$ cat src/rtl/highlow_ni_monitor_if.sv
// Monitor-side bundle: lockstep CPU observations in, FSM state and violation record out.
interface highlow_ni_monitor_if #(
    parameter int NUM_REGS = 5,
    parameter int DATA_W   = 1,
    parameter int CNT_W    = 16
);
    localparam int IDX_W = $clog2(NUM_REGS + 1);

    logic                             enable_i;
    logic                             clear_i;
    logic [NUM_REGS-1:0][DATA_W-1:0]  val1_i;
    logic [NUM_REGS-1:0]              lbl1_i;
    logic [NUM_REGS-1:0][DATA_W-1:0]  val2_i;
    logic [NUM_REGS-1:0]              lbl2_i;
    logic [DATA_W-1:0]                low1_i;
    logic [DATA_W-1:0]                low2_i;
    logic [1:0]                       state_o;
    logic                             violation_o;
    logic                             viol_kind_o;
    logic [IDX_W-1:0]                 viol_index_o;
    logic [CNT_W-1:0]                 viol_cycle_o;
    logic [CNT_W-1:0]                 cycle_cnt_o;
    logic [CNT_W-1:0]                 checks_cnt_o;

    modport master (
        output enable_i, clear_i, val1_i, lbl1_i, val2_i, lbl2_i, low1_i, low2_i,
        input  state_o, violation_o, viol_kind_o, viol_index_o, viol_cycle_o,
               cycle_cnt_o, checks_cnt_o
    );

    modport slave (
        input  enable_i, clear_i, val1_i, lbl1_i, val2_i, lbl2_i, low1_i, low2_i,
        output state_o, violation_o, viol_kind_o, viol_index_o, viol_cycle_o,
               cycle_cnt_o, checks_cnt_o
    );
endinterface

$ cat src/rtl/highlow_ni_monitor.sv
// Non-interference monitor for two lockstep CPUs: checks low-labelled register pairs and
// low outputs every enabled CHECK cycle and latches the first breach in a sticky record.
module highlow_ni_monitor #(
    parameter int NUM_REGS = 5,
    parameter int DATA_W   = 1,
    parameter int WARMUP   = 1,
    parameter int CNT_W    = 16
) (
    input  logic                 clk,
    input  logic                 reset_n,
    highlow_ni_monitor_if.slave  mon
);
    localparam int IDX_W  = $clog2(NUM_REGS + 1);
    localparam int WARM_W = (WARMUP > 1) ? $clog2(WARMUP + 1) : 1;
    localparam logic [WARM_W-1:0] WARM_LAST = WARM_W'((WARMUP > 0) ? WARMUP - 1 : 0);

    typedef enum logic [1:0] {IDLE = 2'd0, WARM = 2'd1, CHECK = 2'd2, FAIL = 2'd3} state_t;
    localparam state_t START = (WARMUP == 0) ? CHECK : WARM;

    state_t            state;
    logic [WARM_W-1:0] warm_cnt;
    logic              violation;
    logic              viol_kind;
    logic [IDX_W-1:0]  viol_index;
    logic [CNT_W-1:0]  viol_cycle;
    logic [CNT_W-1:0]  cycle_cnt;
    logic [CNT_W-1:0]  checks_cnt;

    logic [NUM_REGS-1:0] reg_breach;
    logic                out_breach;
    logic                breach;
    logic [IDX_W-1:0]    first_idx;
    logic [IDX_W-1:0]    idx_sel;

    // A pair only matters when at least one copy is low; then value and label must agree.
    for (genvar k = 0; k < NUM_REGS; k++) begin : g_pair
        assign reg_breach[k] = (!mon.lbl1_i[k] || !mon.lbl2_i[k]) &&
                               ((mon.val1_i[k] != mon.val2_i[k]) ||
                                (mon.lbl1_i[k] != mon.lbl2_i[k]));
    end

    assign out_breach = (mon.low1_i != mon.low2_i);
    assign breach     = out_breach || (|reg_breach);

    always_comb begin
        first_idx = IDX_W'(NUM_REGS);
        for (int k = NUM_REGS - 1; k >= 0; k--)
            if (reg_breach[k]) first_idx = IDX_W'(k);
    end

    assign idx_sel = out_breach ? IDX_W'(NUM_REGS) : first_idx;

    always_ff @(posedge clk or negedge reset_n) begin
        if (!reset_n) begin
            state      <= IDLE;
            warm_cnt   <= '0;
            violation  <= 1'b0;
            viol_kind  <= 1'b0;
            viol_index <= '0;
            viol_cycle <= '0;
            cycle_cnt  <= '0;
            checks_cnt <= '0;
        end else if (mon.clear_i) begin
            state      <= START;
            warm_cnt   <= '0;
            violation  <= 1'b0;
            viol_kind  <= 1'b0;
            viol_index <= '0;
            viol_cycle <= '0;
            cycle_cnt  <= '0;
            checks_cnt <= '0;
        end else if (mon.enable_i) begin
            if (cycle_cnt != '1) cycle_cnt <= cycle_cnt + 1'b1;
            case (state)
                IDLE: begin
                    state    <= START;
                    warm_cnt <= '0;
                end
                WARM: begin
                    if (warm_cnt == WARM_LAST) state <= CHECK;
                    else warm_cnt <= warm_cnt + 1'b1;
                end
                CHECK: begin
                    if (checks_cnt != '1) checks_cnt <= checks_cnt + 1'b1;
                    if (breach) begin
                        state      <= FAIL;
                        violation  <= 1'b1;
                        viol_kind  <= out_breach;
                        viol_index <= idx_sel;
                        viol_cycle <= cycle_cnt;
                    end
                end
                default: ;
            endcase
        end
    end

    assign mon.state_o      = state;
    assign mon.violation_o  = violation;
    assign mon.viol_kind_o  = viol_kind;
    assign mon.viol_index_o = viol_index;
    assign mon.viol_cycle_o = viol_cycle;
    assign mon.cycle_cnt_o  = cycle_cnt;
    assign mon.checks_cnt_o = checks_cnt;
endmodule
$ cat src/flat_wrapper.sv
// flat-port wrapper written by rule: the top's interface ports become plain ports
module highlow_ni_monitor_flat 
#(
    parameter int NUM_REGS = 5,
    parameter int DATA_W   = 1,
    parameter int WARMUP   = 1,
    parameter int CNT_W    = 16
)
  (clk, reset_n, mon_enable_i, mon_clear_i, mon_val1_i, mon_lbl1_i, mon_val2_i, mon_lbl2_i, mon_low1_i, mon_low2_i, mon_state_o, mon_violation_o, mon_viol_kind_o, mon_viol_index_o, mon_viol_cycle_o, mon_cycle_cnt_o, mon_checks_cnt_o);
  highlow_ni_monitor_if #(.NUM_REGS(NUM_REGS), .DATA_W(DATA_W), .CNT_W(CNT_W)) mon_i ();
  input  logic clk;
  input  logic reset_n;
  input wire logic [$bits(mon_i.enable_i)-1:0] mon_enable_i;
  input wire logic [$bits(mon_i.clear_i)-1:0] mon_clear_i;
  input wire logic [$bits(mon_i.val1_i)-1:0] mon_val1_i;
  input wire logic [$bits(mon_i.lbl1_i)-1:0] mon_lbl1_i;
  input wire logic [$bits(mon_i.val2_i)-1:0] mon_val2_i;
  input wire logic [$bits(mon_i.lbl2_i)-1:0] mon_lbl2_i;
  input wire logic [$bits(mon_i.low1_i)-1:0] mon_low1_i;
  input wire logic [$bits(mon_i.low2_i)-1:0] mon_low2_i;
  output wire logic [$bits(mon_i.state_o)-1:0] mon_state_o;
  output wire logic [$bits(mon_i.violation_o)-1:0] mon_violation_o;
  output wire logic [$bits(mon_i.viol_kind_o)-1:0] mon_viol_kind_o;
  output wire logic [$bits(mon_i.viol_index_o)-1:0] mon_viol_index_o;
  output wire logic [$bits(mon_i.viol_cycle_o)-1:0] mon_viol_cycle_o;
  output wire logic [$bits(mon_i.cycle_cnt_o)-1:0] mon_cycle_cnt_o;
  output wire logic [$bits(mon_i.checks_cnt_o)-1:0] mon_checks_cnt_o;
  assign mon_i.enable_i = mon_enable_i;
  assign mon_i.clear_i = mon_clear_i;
  assign mon_i.val1_i = mon_val1_i;
  assign mon_i.lbl1_i = mon_lbl1_i;
  assign mon_i.val2_i = mon_val2_i;
  assign mon_i.lbl2_i = mon_lbl2_i;
  assign mon_i.low1_i = mon_low1_i;
  assign mon_i.low2_i = mon_low2_i;
  assign mon_state_o = mon_i.state_o;
  assign mon_violation_o = mon_i.violation_o;
  assign mon_viol_kind_o = mon_i.viol_kind_o;
  assign mon_viol_index_o = mon_i.viol_index_o;
  assign mon_viol_cycle_o = mon_i.viol_cycle_o;
  assign mon_cycle_cnt_o = mon_i.cycle_cnt_o;
  assign mon_checks_cnt_o = mon_i.checks_cnt_o;
  highlow_ni_monitor #(.NUM_REGS(NUM_REGS), .DATA_W(DATA_W), .WARMUP(WARMUP), .CNT_W(CNT_W)) u_core (.clk(clk), .reset_n(reset_n), .mon(mon_i));
endmodule
$ cat config.mk
export PLATFORM = sky130hd
export DESIGN_NAME = highlow_ni_monitor_flat
export DESIGN_NICKNAME = d
export VERILOG_FILES = /design/src/rtl/highlow_ni_monitor_if.sv /design/src/rtl/highlow_ni_monitor.sv /design/src/flat_wrapper.sv
export SDC_FILE = /design/constraint.sdc
export NUM_CORES = 1
export LEC_CHECK = 0
export CORE_MARGIN = 2
export CORE_UTILIZATION = 44
export CTS_CLUSTER_SIZE = 14
export DETAILED_ROUTE_END_ITERATION = 10
export GPL_ROUTABILITY_DRIVEN = 0
export GPL_TIMING_DRIVEN = 0
export PLACE_DENSITY = 0.78
export SLEW_MARGIN = 20
export SYNTH_ARGS = -nofsm -noshare
export SYNTH_HDL_FRONTEND = slang
export SYNTH_SLANG_ARGS = --single-unit
$ cat constraint.sdc
create_clock -name clk -period 1.9 [get_ports clk]
set_clock_uncertainty 0.1 [all_clocks]
set_input_delay 0.19 -clock clk [delete_from_list [all_inputs] [get_ports clk]]
set_output_delay 0.19 -clock clk [all_outputs]
set_load 0.02 [all_outputs]
# Yosys cells after proc, flatten, opt, wreduce, memory -nomap -nowiden
# Index checks and enable logic that the tools add are counted.
[op_classes]
addsub = 3
n_mul = 0
n_div = 0
order_cmp = 0
eq_ne = 17
n_shift = 0
n_mux = 38
bitwise = 0
n_reduce_logical = 40
[ops]
columns = ["op", "count"]
rows = [
  ["$mux W16", 11],
  ["$add A16 B1 Y16 const B", 2],
  ["$ne A16 B16 Y1 const B", 2],
  ["$mux W3", 9],
  ["$mux W1", 12],
  ["$logic_or A1 B1 Y1", 11],
  ["$ne A1 B1 Y1", 11],
  ["$logic_not A1 Y1", 10],
  ["$reduce_bool A2 Y1", 5],
  ["$mux W2", 4],
  ["$pmux W2 S3", 1],
  ["$reduce_and A3 Y1", 2],
  ["$logic_and A1 B1 Y1", 5],
  ["$reduce_or A5 Y1", 1],
  ["$reduce_and A2 Y1", 2],
  ["$reduce_and A4 Y1", 1],
  ["$reduce_bool A4 Y1", 1],
  ["$ne A3 B2 Y1 const B", 1],
  ["$ne A3 B3 Y1 const B", 1],
  ["$reduce_bool A3 Y1", 1],
  ["$eq A2 B1 Y1 const B", 1],
  ["$eq A2 B2 Y1 const B", 1],
  ["$logic_not A2 Y1", 1],
  ["$pmux W1 S2", 1],
  ["$add A1 B1 Y1 const B", 1],
]
[word_totals]
register_bits = 56
latch_bits = 0
ram_bits = 0
mem_bits_ro = 0
inputBits = 26
out_inout_bits = 55
elab_cells = 106
mem_count = 0

# Depth between registers and ports, before layout
[depth]
depth_word = 13
ltp_mapped = 8
depth_no_buf = 7

# Worst setup path after synthesis
# Ideal clock, no wire load.
[synth_path]
path_type = "register to register"
start = "reg u_core.cycle_cnt[0] (netlist: u_core.mon.cycle_cnt_o[0])"
end = "reg u_core.cycle_cnt[7] (netlist: u_core.mon.cycle_cnt_o[7])"
setup_time_ps = 125
arrival_time_ps = 2001
required_time_ps = 1675
setup_slack_ps = -326
stages_incl_launch_ff = 7
path_buffers = 0
synth_period_minus_slack_ps = 2226
path_cell_list = "dfrtp_1 -> ha_1 -> nand4_2 -> or3_4 -> o21ai_2 -> or4_1 -> mux2_2"
[synth_via]
elab_chain_len = 4
elab_cells_between_ends = 7
cone_classes = "add/sub (1); eq/ne (1); mux (3); reduce/logical (2)"
[synth_rtl]
columns = ["item", "line", "source"]
rows = [
  ["from (decl)", "highlow_ni_monitor.sv:26", "logic [CNT_W-1:0] cycle_cnt;"],
  ["from (signal assigned)", "highlow_ni_monitor.sv:73", "if (cycle_cnt != '1) cycle_cnt <= cycle_cnt + 1'b1;"],
  ["$add A16 B1 Y16", "highlow_ni_monitor.sv:73", ""],
  ["$mux W16", "highlow_ni_monitor.sv:73", ""],
  ["$mux W16", "highlow_ni_monitor.sv:72", "end else if (mon.enable_i) begin"],
  ["$mux W16", "highlow_ni_monitor.sv:63", "end else if (mon.clear_i) begin"],
]
# Parallel ways exist; a longest one is shown, timed or not. The select of a mux whose other input is x is not followed.
# A chain may end at the register's enable or synchronous reset.

# Worst setup path after layout
[layout_path]
start = "reg u_core.state[0] (netlist: u_core.mon.state_o[0])"
end = "reg u_core.checks_cnt[9] (netlist: u_core.mon.checks_cnt_o[9])"
[layout_via]
elab_chain_len = 3
[layout_rtl]
columns = ["item", "line", "source"]
rows = [
  ["from (decl)", "highlow_ni_monitor.sv:20", "state_t state;"],
  ["from (signal assigned)", "highlow_ni_monitor.sv:55", "state <= IDLE;"],
  ["from (signal assigned)", "highlow_ni_monitor.sv:64", "state <= START;"],
  ["from (signal assigned)", "highlow_ni_monitor.sv:76", "state <= START;"],
  ["$eq A2 B2 Y1", "highlow_ni_monitor.sv:74", "case (state)"],
  ["$reduce_bool A2 Y1 (no line)", "-", ""],
  ["$reduce_and A3 Y1 (no line)", "-", ""],
  ["to (signal assigned)", "highlow_ni_monitor.sv:84", "if (checks_cnt != '1) checks_cnt <= checks_cnt + 1'b1;"],
  ["to (decl)", "highlow_ni_monitor.sv:27", "logic [CNT_W-1:0] checks_cnt;"],
]
# Every way passes these cells.

==> results.sh <==
export IMPL_wl_per_cell_um=17.82
export IMPL_start_util_pct=44.93
export IMPL_worst_pin_slew_ns=0.7078
export IMPL_core_area_um2=6681
export IMPL_fin_nets=450
export IMPL_cts_htree_levels=2
export IMPL_critPathLaunchType="flop"
export IMPL_grt_pass1_vias=2636
export IMPL_max_cap_violations=0
export IMPL_finalCritPeriodShare_pct=107.6
export IMPL_drive_above_1_share_pct=31.08
export IMPL_violations="setup timing"
export IMPL_dp_hpwl_um=5318
export IMPL_pwr_share_seq_pct=44.1
export IMPL_min_path_cells=4
export IMPL_dieArea_um2=7499
export IMPL_grt_pass1_wl_um=13070
export IMPL_place_area_um2=3950
export IMPL_worstSkewPairLatency_ns=0.32
export IMPL_powerDensity_nw_per_um2=631.9
export IMPL_fp_row_count=30
export IMPL_drt_iter0_markers=110
export IMPL_fin_util_pct=69.89
export IMPL_peakVddDrop_mv=0.5318
export IMPL_yosysWarnings=0
export IMPL_fp_dieH_um=86.60
export IMPL_finalInstanceArea_um2=4669
export IMPL_antenna_left=0
export IMPL_max_freq_mhz=488.9
export IMPL_clock_root_buffer="clkbuf_8"
export IMPL_p_leak_nw=2.026
export IMPL_end_kind="flop"
export IMPL_arrival_ns=2.13
export IMPL_combPwrFrac_pct=28.4
export IMPL_grt_usage_pct=22.12
export IMPL_fin_crit_ns=2.045
export IMPL_synth_area_leaders="dfrtp_1, mux2_2, ha_1"
export IMPL_routed_wl_um=8819
export IMPL_ys_seq_area_share_pct=45.85
export IMPL_pre_cts_slack_ns=-0.6007
export IMPL_dpl_cell_count=451
export IMPL_antenna_found_initial=0
export IMPL_crit_fanout=4
export IMPL_p_int_mw=2.086
export IMPL_pwr_share_clk_pct=27.5
export IMPL_cts_path_max_buffers=2
export IMPL_gr_total_overflow=0
export IMPL_grt_max_degree=56
export IMPL_power_switching_mw=0.8643
export IMPL_drc=0
export IMPL_viasPerCell=5.689
export IMPL_synth_avg_cell_area_um2=10.28
export IMPL_cts_tree="built"
export IMPL_slew_headroom_pct=52.81
export IMPL_io_pins=81
export IMPL_synth_fp_nets=328
export IMPL_syn_inst=292
export IMPL_synth_distinct_cells=45
export IMPL_fin_ws_ns=-0.1453
export IMPL_hold_class="in2reg"
export IMPL_diodes=0
export IMPL_clkSinkCount=55
export IMPL_cts_buffers=5
export IMPL_setup_viol=17
export IMPL_hold_ws_ns=0.2701
export IMPL_num_vias=2816
export IMPL_stdcell_count=495
export IMPL_syn_to_final_growth_pct=55.56
export IMPL_status="complete, but fails checks"
export IMPL_total_power_mw=2.951
export IMPL_synth_top_cell_area_share_pct=45.85
export IMPL_dieWidth_um=86.60
export IMPL_ys_ff_latch=55
export IMPL_yosys_area_top_type="dfrtp_1"
export IMPL_synth_area_um2=3002
export IMPL_finalHoldViolCount=0
export IMPL_rsz0062_at_grt="yes"
export IMPL_switching_share_pct=29.29
export IMPL_r2r_worst_path_cells=8
export IMPL_critical_path_required_ns=1.98
export IMPL_drtPass1Iterations=4
export IMPL_finalMaxSlewViolations=0
export IMPL_final_setup_tns_ns=-0.8345
export IMPL_clk_pin_slew_worst_paths_ns=0.10
export IMPL_path_class="reg2reg"
export IMPL_portBuffers=79
-- cell usage after synthesis, drive strengths merged --
cell type  number
a211o           1
xor2           11
o32ai           1
inv            12
nor3b           1
or4b            1
o41ai           1
o21bai          2
a32oi           1
o21ai          11
nand2b          1
o211ai          2
mux2i           4
a211oi          6
clkbuf          7
mux2           22
o31ai           2
a21o            2
buf             4
nor2           26
nand2          15
o2111ai         3
xnor2          12
or3             8
o21ba           1
and4            1
nor2b          18
o311ai          3
or4             3
dfrtp          55
or2             1
nand3           9
and3            3
ha             10
a31oi           1
nor4            1
nand4           8
a21oi          15
nor3            7
-- flip-flops by register name, indices dropped and copies added, names as in the netlist --
signal and cells:
u_core.mon.checks_cnt_o 16, u_core.mon.cycle_cnt_o 16, u_core.mon.state_o 2, u_core.mon.viol_cycle_o 16, u_core.mon.viol_index_o 3, u_core.mon.viol_kind_o 1
u_core.mon.violation_o 1
-- metal layers --
metal	vias to the layer above	wire [µm]	GRT usage, %
met1	1397	3684	28.70
met4	0	182	5.398
li1	1287	-	-
met2	115	4488	38.60
met3	17	464	3.714
met5	-	0	0
-- cells by family (layout without fill, tap and decap cells) --
| kind of cell | Yosys count | after routing | synth area share, % |
|---|---|---|---|
| xor+xnor | 23 | 23 | 6.711 |
| flops | 55 | 55 | 45.85 |
| fa+ha+maj | 10 | 10 | 4.168 |
| buf+inv | 23 | 146 | 3.126 |
| simple gates | 103 | 103 | 19.13 |
| compound gates | 52 | 52 | 11.42 |
| mux | 26 | 26 | 9.587 |
-- worst paths after layout --
kind                                                    startpoint                                 endpoint  slack, ns
setup / recovery                 u_core.mon.state_o[0]$_DFFE_PN0P_   u_core.mon.checks_cnt_o[9]$_DFFE_PN0P_      -0.15
hold / removal                                         mon_clear_i   u_core.mon.checks_cnt_o[6]$_DFFE_PN0P_       0.27
setup reg to reg                 u_core.mon.state_o[0]$_DFFE_PN0P_   u_core.mon.checks_cnt_o[9]$_DFFE_PN0P_      -0.15
hold reg to reg            u_core.mon.viol_cycle_o[11]$_DFFE_PN0P_  u_core.mon.viol_cycle_o[11]$_DFFE_PN0P_       0.41
max in group asynchronous                                  reset_n    u_core.mon.cycle_cnt_o[2]$_DFFE_PN0P_       0.82
min in group asynchronous                                  reset_n   u_core.mon.viol_cycle_o[5]$_DFFE_PN0P_       0.36
-- worst max-delay path, cell delays in order, from the launching register on --
cell,delay (ns)
dfrtp_2,0.43
inv_4,0.07
ha_4,0.14
a21oi_4,0.07
or4b_4,0.54
buf_4,0.17
a211oi_2,0.19
xnor2_1,0.14
nor2_1,0.05
-- repair_timing --
item / in CTS / in global routing
endpoints found under the setup margin: 42 / 46
hold buffers: 1 / 0
gates resized for setup: 34 / 45
hold endpoints to repair: 55 / 0
setup buffers: 19 / 16
pin swaps: 11 / 19
cloned: 0 / 1
-- power groups by stage --
stage	Clock, mW	Sequential [mW]	Combinational (mW)
floorplan	0	1.40	0.273
global placement	0	1.32	0.606
detailed placement	0	1.33	0.627
CTS	0.818	1.30	0.743
global route	0.870	1.31	0.895
finish	0.812	1.30	0.837
-- cells in the final DEF (no fill, tap or decap), types with 10 or more instances in the layout --
cell type        synthesis  final
buf_4                    1     36
clkdlybuf4s50_1          0     75
dfrtp_1                 55     45
dfrtp_2                  0     10
mux2_2                  22     15
nand2_1                 15     14
nor2_1                  26     26
nor2b_1                 17     17
o21ai_0                 10     10
xnor2_1                 12     11
xor2_1                  11     11
-- cell type report --
cell class	count	area (µm²)
Fill cell	470	2012
Multi-Input combinational cell	214	1864
Sequential cell	55	1389
Timing Repair Buffer	116	1080
Tap cell	80	100.1
Clock buffer	6	82.58
Buffer	10	71.32
Inverter	12	47.55
Clock inverter	2	35.03
Note: power is estimated with default switching activity, not from simulation.
